**config.mk**
```make
export PLATFORM = sky130hd
export DESIGN_NAME = alu_uart_sequencer
export DESIGN_NICKNAME = d
export VERILOG_FILES = /design/src/rtl/alu_uart_sequencer.sv
export SDC_FILE = /design/constraint.sdc
export NUM_CORES = 1
export LEC_CHECK = 0
export ABC_AREA = 1
export ABC_CLOCK_PERIOD_IN_PS = 1300
export CAP_MARGIN = 10
export CORE_MARGIN = 8
export CORE_UTILIZATION = 35
export DETAILED_ROUTE_END_ITERATION = 10
export GPL_TIMING_DRIVEN = 0
export PLACE_DENSITY_LB_ADDON = 0.12
export SETUP_SLACK_MARGIN = 0.4
export SLEW_MARGIN = 40
export SYNTH_ARGS = -nofsm -noshare
export SYNTH_HDL_FRONTEND = slang
export SYNTH_SLANG_ARGS = --single-unit
```
**constraint.sdc**
```tcl
create_clock -name i_clk -period 1.3 [get_ports i_clk]
set_input_delay 0.195 -clock i_clk [delete_from_list [all_inputs] [get_ports i_clk]]
set_output_delay 0.195 -clock i_clk [all_outputs]
set_load 0.01 [all_outputs]
```
**src/rtl/alu_uart_sequencer.sv**
```systemverilog
// alu_uart_sequencer
//   Sits between the UART core and the combinational ALU. It collects three
//   received bytes in order (opcode, operand A, operand B) and presents them
//   to the ALU as registered operands. It then captures the ALU result and
//   hands that byte to the UART transmitter. The next opcode is accepted only
//   after the transmitter reports completion, so one operation runs at a time.
//
// Build option:
//   SEQ_TIMEOUT_EN - when defined, a stall of TIMEOUT_CLKS clocks while
//                    waiting for operand A or B raises o_err and returns the
//                    sequencer to IDLE. When undefined, no counter is built
//                    and the operand states wait indefinitely.
//
// Ports:
//   i_clk         system clock
//   i_reset       synchronous, active-high reset
//   i_rx_done     one-cycle tick: i_rx_data holds a received byte
//   i_rx_data     received byte
//   i_tx_done     one-cycle tick: transmitter finished the stop bit
//   o_tx_start    one-cycle pulse: start transmitting o_tx_data
//   o_tx_data     byte to transmit, held from o_tx_start until i_tx_done
//   o_alu_a       registered operand A
//   o_alu_b       registered operand B
//   o_alu_op      registered opcode (low OP_WIDTH bits of the opcode byte)
//   i_alu_result  combinational ALU result
//   o_busy        high in any state other than IDLE
//   o_err         one-cycle pulse on an invalid opcode or an inter-byte timeout
//
// state   | meaning
// --------+---------------------------------------------------------
// IDLE    | waiting for the opcode byte
// WAIT_A  | opcode accepted, waiting for operand A
// WAIT_B  | operand A accepted, waiting for operand B
// EXEC    | operands stable for one cycle, capture the ALU result
// SEND    | o_tx_start asserted for this single cycle
// WAIT_TX | transmitter running, waiting for i_tx_done
module alu_uart_sequencer #(
  parameter int DATA_WIDTH   = 8,
  parameter int OP_WIDTH     = 6,
  parameter int TIMEOUT_CLKS = 5_000_000
) (
  input  logic                  i_clk,
  input  logic                  i_reset,
  input  logic                  i_rx_done,
  input  logic [DATA_WIDTH-1:0] i_rx_data,
  input  logic                  i_tx_done,
  output logic                  o_tx_start,
  output logic [DATA_WIDTH-1:0] o_tx_data,
  output logic [DATA_WIDTH-1:0] o_alu_a,
  output logic [DATA_WIDTH-1:0] o_alu_b,
  output logic [OP_WIDTH-1:0]   o_alu_op,
  input  logic [DATA_WIDTH-1:0] i_alu_result,
  output logic                  o_busy,
  output logic                  o_err
);

  localparam logic [2:0] S_IDLE    = 3'd0;
  localparam logic [2:0] S_WAIT_A  = 3'd1;
  localparam logic [2:0] S_WAIT_B  = 3'd2;
  localparam logic [2:0] S_EXEC    = 3'd3;
  localparam logic [2:0] S_SEND    = 3'd4;
  localparam logic [2:0] S_WAIT_TX = 3'd5;

  // Opcodes are matched on the full received byte, so 0x60 (which shares
  // its low six bits with 0x20) is rejected.
  localparam logic [DATA_WIDTH-1:0] OPC_ADD = DATA_WIDTH'(8'h20);
  localparam logic [DATA_WIDTH-1:0] OPC_SUB = DATA_WIDTH'(8'h22);
  localparam logic [DATA_WIDTH-1:0] OPC_AND = DATA_WIDTH'(8'h24);
  localparam logic [DATA_WIDTH-1:0] OPC_OR  = DATA_WIDTH'(8'h25);
  localparam logic [DATA_WIDTH-1:0] OPC_XOR = DATA_WIDTH'(8'h26);
  localparam logic [DATA_WIDTH-1:0] OPC_SRA = DATA_WIDTH'(8'h03);
  localparam logic [DATA_WIDTH-1:0] OPC_SRL = DATA_WIDTH'(8'h02);
  localparam logic [DATA_WIDTH-1:0] OPC_NOR = DATA_WIDTH'(8'h27);

  logic [2:0]            r_state;
  logic [DATA_WIDTH-1:0] r_alu_a;
  logic [DATA_WIDTH-1:0] r_alu_b;
  logic [OP_WIDTH-1:0]   r_alu_op;
  logic [DATA_WIDTH-1:0] r_tx_data;
  logic                  r_err;
  logic                  w_op_valid;
  logic                  w_in_wait;
  logic                  w_tmo_hit;

  always_comb begin
    w_op_valid = 1'b0;
    case (i_rx_data)
      OPC_ADD, OPC_SUB, OPC_AND, OPC_OR,
      OPC_XOR, OPC_SRA, OPC_SRL, OPC_NOR: w_op_valid = 1'b1;
      default:                            w_op_valid = 1'b0;
    endcase
  end

  assign w_in_wait = (r_state == S_WAIT_A) || (r_state == S_WAIT_B);

`ifdef SEQ_TIMEOUT_EN
  localparam int TMO_W = (TIMEOUT_CLKS > 1) ? $clog2(TIMEOUT_CLKS) : 1;

  logic [TMO_W-1:0] r_tmo_cnt;

  // Expires on the cycle the count sits at TIMEOUT_CLKS-1, so o_err rises
  // TIMEOUT_CLKS clocks after the byte that opened the wait.
  assign w_tmo_hit = w_in_wait && (r_tmo_cnt == TMO_W'(TIMEOUT_CLKS - 1));

  // Counts only while waiting for an operand. An accepted byte restarts the
  // count, and any exit from the wait states (including timeout) clears it.
  always_ff @(posedge i_clk) begin
    if (i_reset) begin
      r_tmo_cnt <= '0;
    end else if (w_in_wait && !i_rx_done && !w_tmo_hit) begin
      r_tmo_cnt <= r_tmo_cnt + 1'b1;
    end else begin
      r_tmo_cnt <= '0;
    end
  end
`else
  logic w_unused_tmo;

  assign w_tmo_hit    = 1'b0;
  assign w_unused_tmo = (TIMEOUT_CLKS == 0) && w_in_wait;
`endif

  always_ff @(posedge i_clk) begin
    if (i_reset) begin
      r_state   <= S_IDLE;
      r_alu_a   <= '0;
      r_alu_b   <= '0;
      r_alu_op  <= '0;
      r_tx_data <= '0;
      r_err     <= 1'b0;
    end else begin
      r_err <= 1'b0;
      case (r_state)
        S_IDLE: begin
          if (i_rx_done) begin
            if (w_op_valid) begin
              r_alu_op <= i_rx_data[OP_WIDTH-1:0];
              r_state  <= S_WAIT_A;
            end else begin
              r_err <= 1'b1;
            end
          end
        end
        // An arriving byte takes priority over a timeout in the same cycle.
        S_WAIT_A: begin
          if (i_rx_done) begin
            r_alu_a <= i_rx_data;
            r_state <= S_WAIT_B;
          end else if (w_tmo_hit) begin
            r_err   <= 1'b1;
            r_state <= S_IDLE;
          end
        end
        S_WAIT_B: begin
          if (i_rx_done) begin
            r_alu_b <= i_rx_data;
            r_state <= S_EXEC;
          end else if (w_tmo_hit) begin
            r_err   <= 1'b1;
            r_state <= S_IDLE;
          end
        end
        // Operand B was registered on the previous edge, so the ALU has had
        // a full cycle with stable inputs before its result is captured.
        S_EXEC: begin
          r_tx_data <= i_alu_result;
          r_state   <= S_SEND;
        end
        S_SEND: begin
          r_state <= S_WAIT_TX;
        end
        // Received bytes are dropped here. A simultaneous tx_done still
        // completes the operation.
        S_WAIT_TX: begin
          if (i_tx_done) begin
            r_state <= S_IDLE;
          end
        end
        default: begin
          r_state <= S_IDLE;
        end
      endcase
    end
  end

  assign o_tx_start = (r_state == S_SEND);
  assign o_tx_data  = r_tx_data;
  assign o_alu_a    = r_alu_a;
  assign o_alu_b    = r_alu_b;
  assign o_alu_op   = r_alu_op;
  assign o_busy     = (r_state != S_IDLE);
  assign o_err      = r_err;

endmodule
```
==> results.ini <==
[global_routing]
grt_max_degree = 11
antenna_found_initial = 0
grt_pass1_vias = 1427
overflow = 0
grt_usage_pct = 13.4
grt_pass1_wl_um = 6710

[clock_tree]
clkTransAtPathRegs_ns = 0.07
cts_buffers = 5
clock_latency_ns = 0.28
root_buffer = clkbuf_8
cts_tree = done
hold_buffers = 0
cts_buffer_depth = 2
numClockSinks = 34
cts.htree.levels = 2

[worst_hold_path]
hold_path.class = input port to register

[sta]
setup_violations = 0
relSlewSlack_pct = 66.8
max_freq_mhz = 828
fin_crit_sh_pct = 92.9
min_period_ns = 1.21
clock_skew_ns = 0.00281
holdWs_ns = 0.178
report.final.slew_viol_count = 0
rsz0062_at_grt = true
hold_violations = 0
worstMarginPinSlew_ns = 0.498
finalSetupTns_ns = 0

[yosys]
synth_top_area_share_pct = 49.0
yosysWarnings = 0
synthTopCellsByCount = nor2_1 (50), dfxtp_1 (34), nand2_1 (17)
synth_area_um2 = 1390
avgSynthCellArea_um2 = 7.76
synth-seq-area-share_pct = 49.0
ys_seq_elements = 34
synth_ff_type = dfxtp_1
synth_nets = 199
yosys.cell_count.top_type = nor2_1
synth.largest_area_cell = dfxtp_1
synth_area_leaders = dfxtp_1 (49%), nor2_1 (14%), o21ai_1 (5.8%)
syn-instance-count = 179
synth_edf_count = 0
ys_types = 24
synth-async-reset-ratio_pct = 0

[placed_design]
placed_cells = 280
hpwl_um = 2800
port_buffers = 51
dpl-instance-area_um2 = 2010
gp_congestion = 0.830

[final_layout]
stdcell_area_um2 = 2630
nNetsFinal = 281
nFillCells = 338
diodes = 0
drive_above_1_share_pct = 68.7
stdcell_count = 312
syn_to_final_growth_pct = 89.5

[route]
drt_iter0_markers = 33
wl_um = 4490
viasPerCell = 4.75
dr.pass1.iters = 4
wl_per_cell_um = 14.4
num_vias = 1481
drtAntennaViolNets = 0
drc = 0

[worst_setup_path]
start_kind = register
required_ns = 1.11
cpPeakStageDelay_ns = 0.42
path_cells = inv_4 -> nor2_2 -> buf_2
crit_type = register to primary output
worst-path-max-fanout = 6
critPathCaptureType = primary output
cp_slowest_cell = dfxtp_4
worstPathArrival_ns = 1.01

[power_and_ir_drop]
internal_power_w = 0.00171
vdd_drop_max_mv = 0.583
swShare_pct = 26.7
power_switching_w = 0.000623
sequentialPowerShare_pct = 47.1
p_clk_share_pct = 34.1
p_leak_nw = 1.13
p_comb_share_pct = 18.8
power.density_nw_per_um2 = 885

[job]
drv_cap = 0

[die]
fp-row-count = 23
core_area_um2 = 3910
initial_utilization_pct = 35.5
io_pins = 53
dieArea_um2 = 6240
die_w_um = 79.0
die_y_um = 79.0

[outcome]
status = complete, no violations

==> final timing paths <==
check | from | endpoint | slack, ns | cells past startpoint
max | r_state[2] | o_tx_start | 0.09 | 3
min | i_reset | o_alu_op[0] | 0.18 | 2
max reg2reg | r_state[1] | o_alu_op[1] | 0.16 | 6
min reg2reg | o_alu_a[4] | o_alu_a[4] | 0.48 | 2
==> metrics by stage <==
stage          setup WS [ns]  total power [W]  util, %
6_report              0.0925          0.00233     67.3
3_3_place_gp          -0.282          0.00144     51.5
4_1_cts               0.0907          0.00230     60.5
2_1_floorplan          0.269          0.00129        -
5_1_grt               0.0590          0.00245     67.3
3_5_place_dp          -0.276          0.00144     51.5
==> layout by cell type (no fill, tap or decap), types with 4 or more instances in the layout <==
cell,synthesis,layout
dlygate4sd2_1,0,8
o21ai_2,1,18
clkdlybuf4s50_1,0,10
nor2_1,50,29
a21oi_2,2,5
nand2_1,17,8
o21ai_1,16,6
nand4_1,5,5
nand3_1,5,5
nor2_4,1,12
nor2_2,4,14
buf_6,0,36
a21oi_1,7,4
nand2_4,1,4
buf_4,0,16
clkbuf_8,0,6
dfxtp_2,0,30
nand2_2,6,11
==> sequential cells by signal, summed over array words and instances, names as in the netlist <==
name and cells:
o_alu_a 8, o_alu_b 8, o_tx_data 8, o_alu_op 6, r_state 3, o_err 1
==> cells by family after synthesis <==
| family | after synthesis | synth area share [%] |
|---|---|---|
| AOI/OAI and AO/OA | 35 | 13.6 |
| buffers and inverters | 18 | 5.50 |
| and+or+nand+nor | 92 | 31.9 |
| DFF | 34 | 49.0 |
==> power groups by stage <==
stage                     Combinational, W  Sequential, W  Clock, W
after floorplan                   0.000163        0.00113         0
after global placement            0.000323        0.00112         0
after detailed placement          0.000324        0.00112         0
after CTS                         0.000390        0.00110  0.000814
after global routing              0.000474        0.00110  0.000879
final                             0.000439        0.00110  0.000794
==> worst max-delay path: cells and delay by family (launching register included) <==
| family | cells | cell delay (ns) |
|---|---|---|
| DFF | 1 | 0.42 |
| buffers and inverters | 2 | 0.22 |
| and+or+nand+nor | 1 | 0.10 |
==> area by class of cell <==
cell class              count  area, um2  share of cell area (%)
clock buffers               7       86.3                    3.28
flip-flops and latches     34        729                    27.7
multi-input cells         128        905                    34.4
repair inverters            2       20.0                   0.760
plain buffers               3       13.8                   0.523
inverters                  15        105                    3.99
repair buffers             72        706                    26.8
clock inverters             1       5.00                   0.190
well taps                  50       62.6                    2.38
==> routing by layer <==
layer / share of wire (%) / routed length, um / GRT usage (%) / up-vias
li1: - / - / - / 750
met1: 40 / 1810 / 14.6 / 683
met2: 51 / 2300 / 22.6 / 42
met3: 7.3 / 329 / 6.21 / 6
met4: 1.2 / 53 / 4.44 / 0
met5: 0 / 0 / 0 / -
==> what timing repair did <==
item,CTS,global route
endpoints found under the setup margin,67,67
gates resized for setup,235,59
pin swaps,22,16
cloned,1,2
hold endpoints to repair,0,0
setup buffers,11,10
Power figures use the tool's default switching activity.
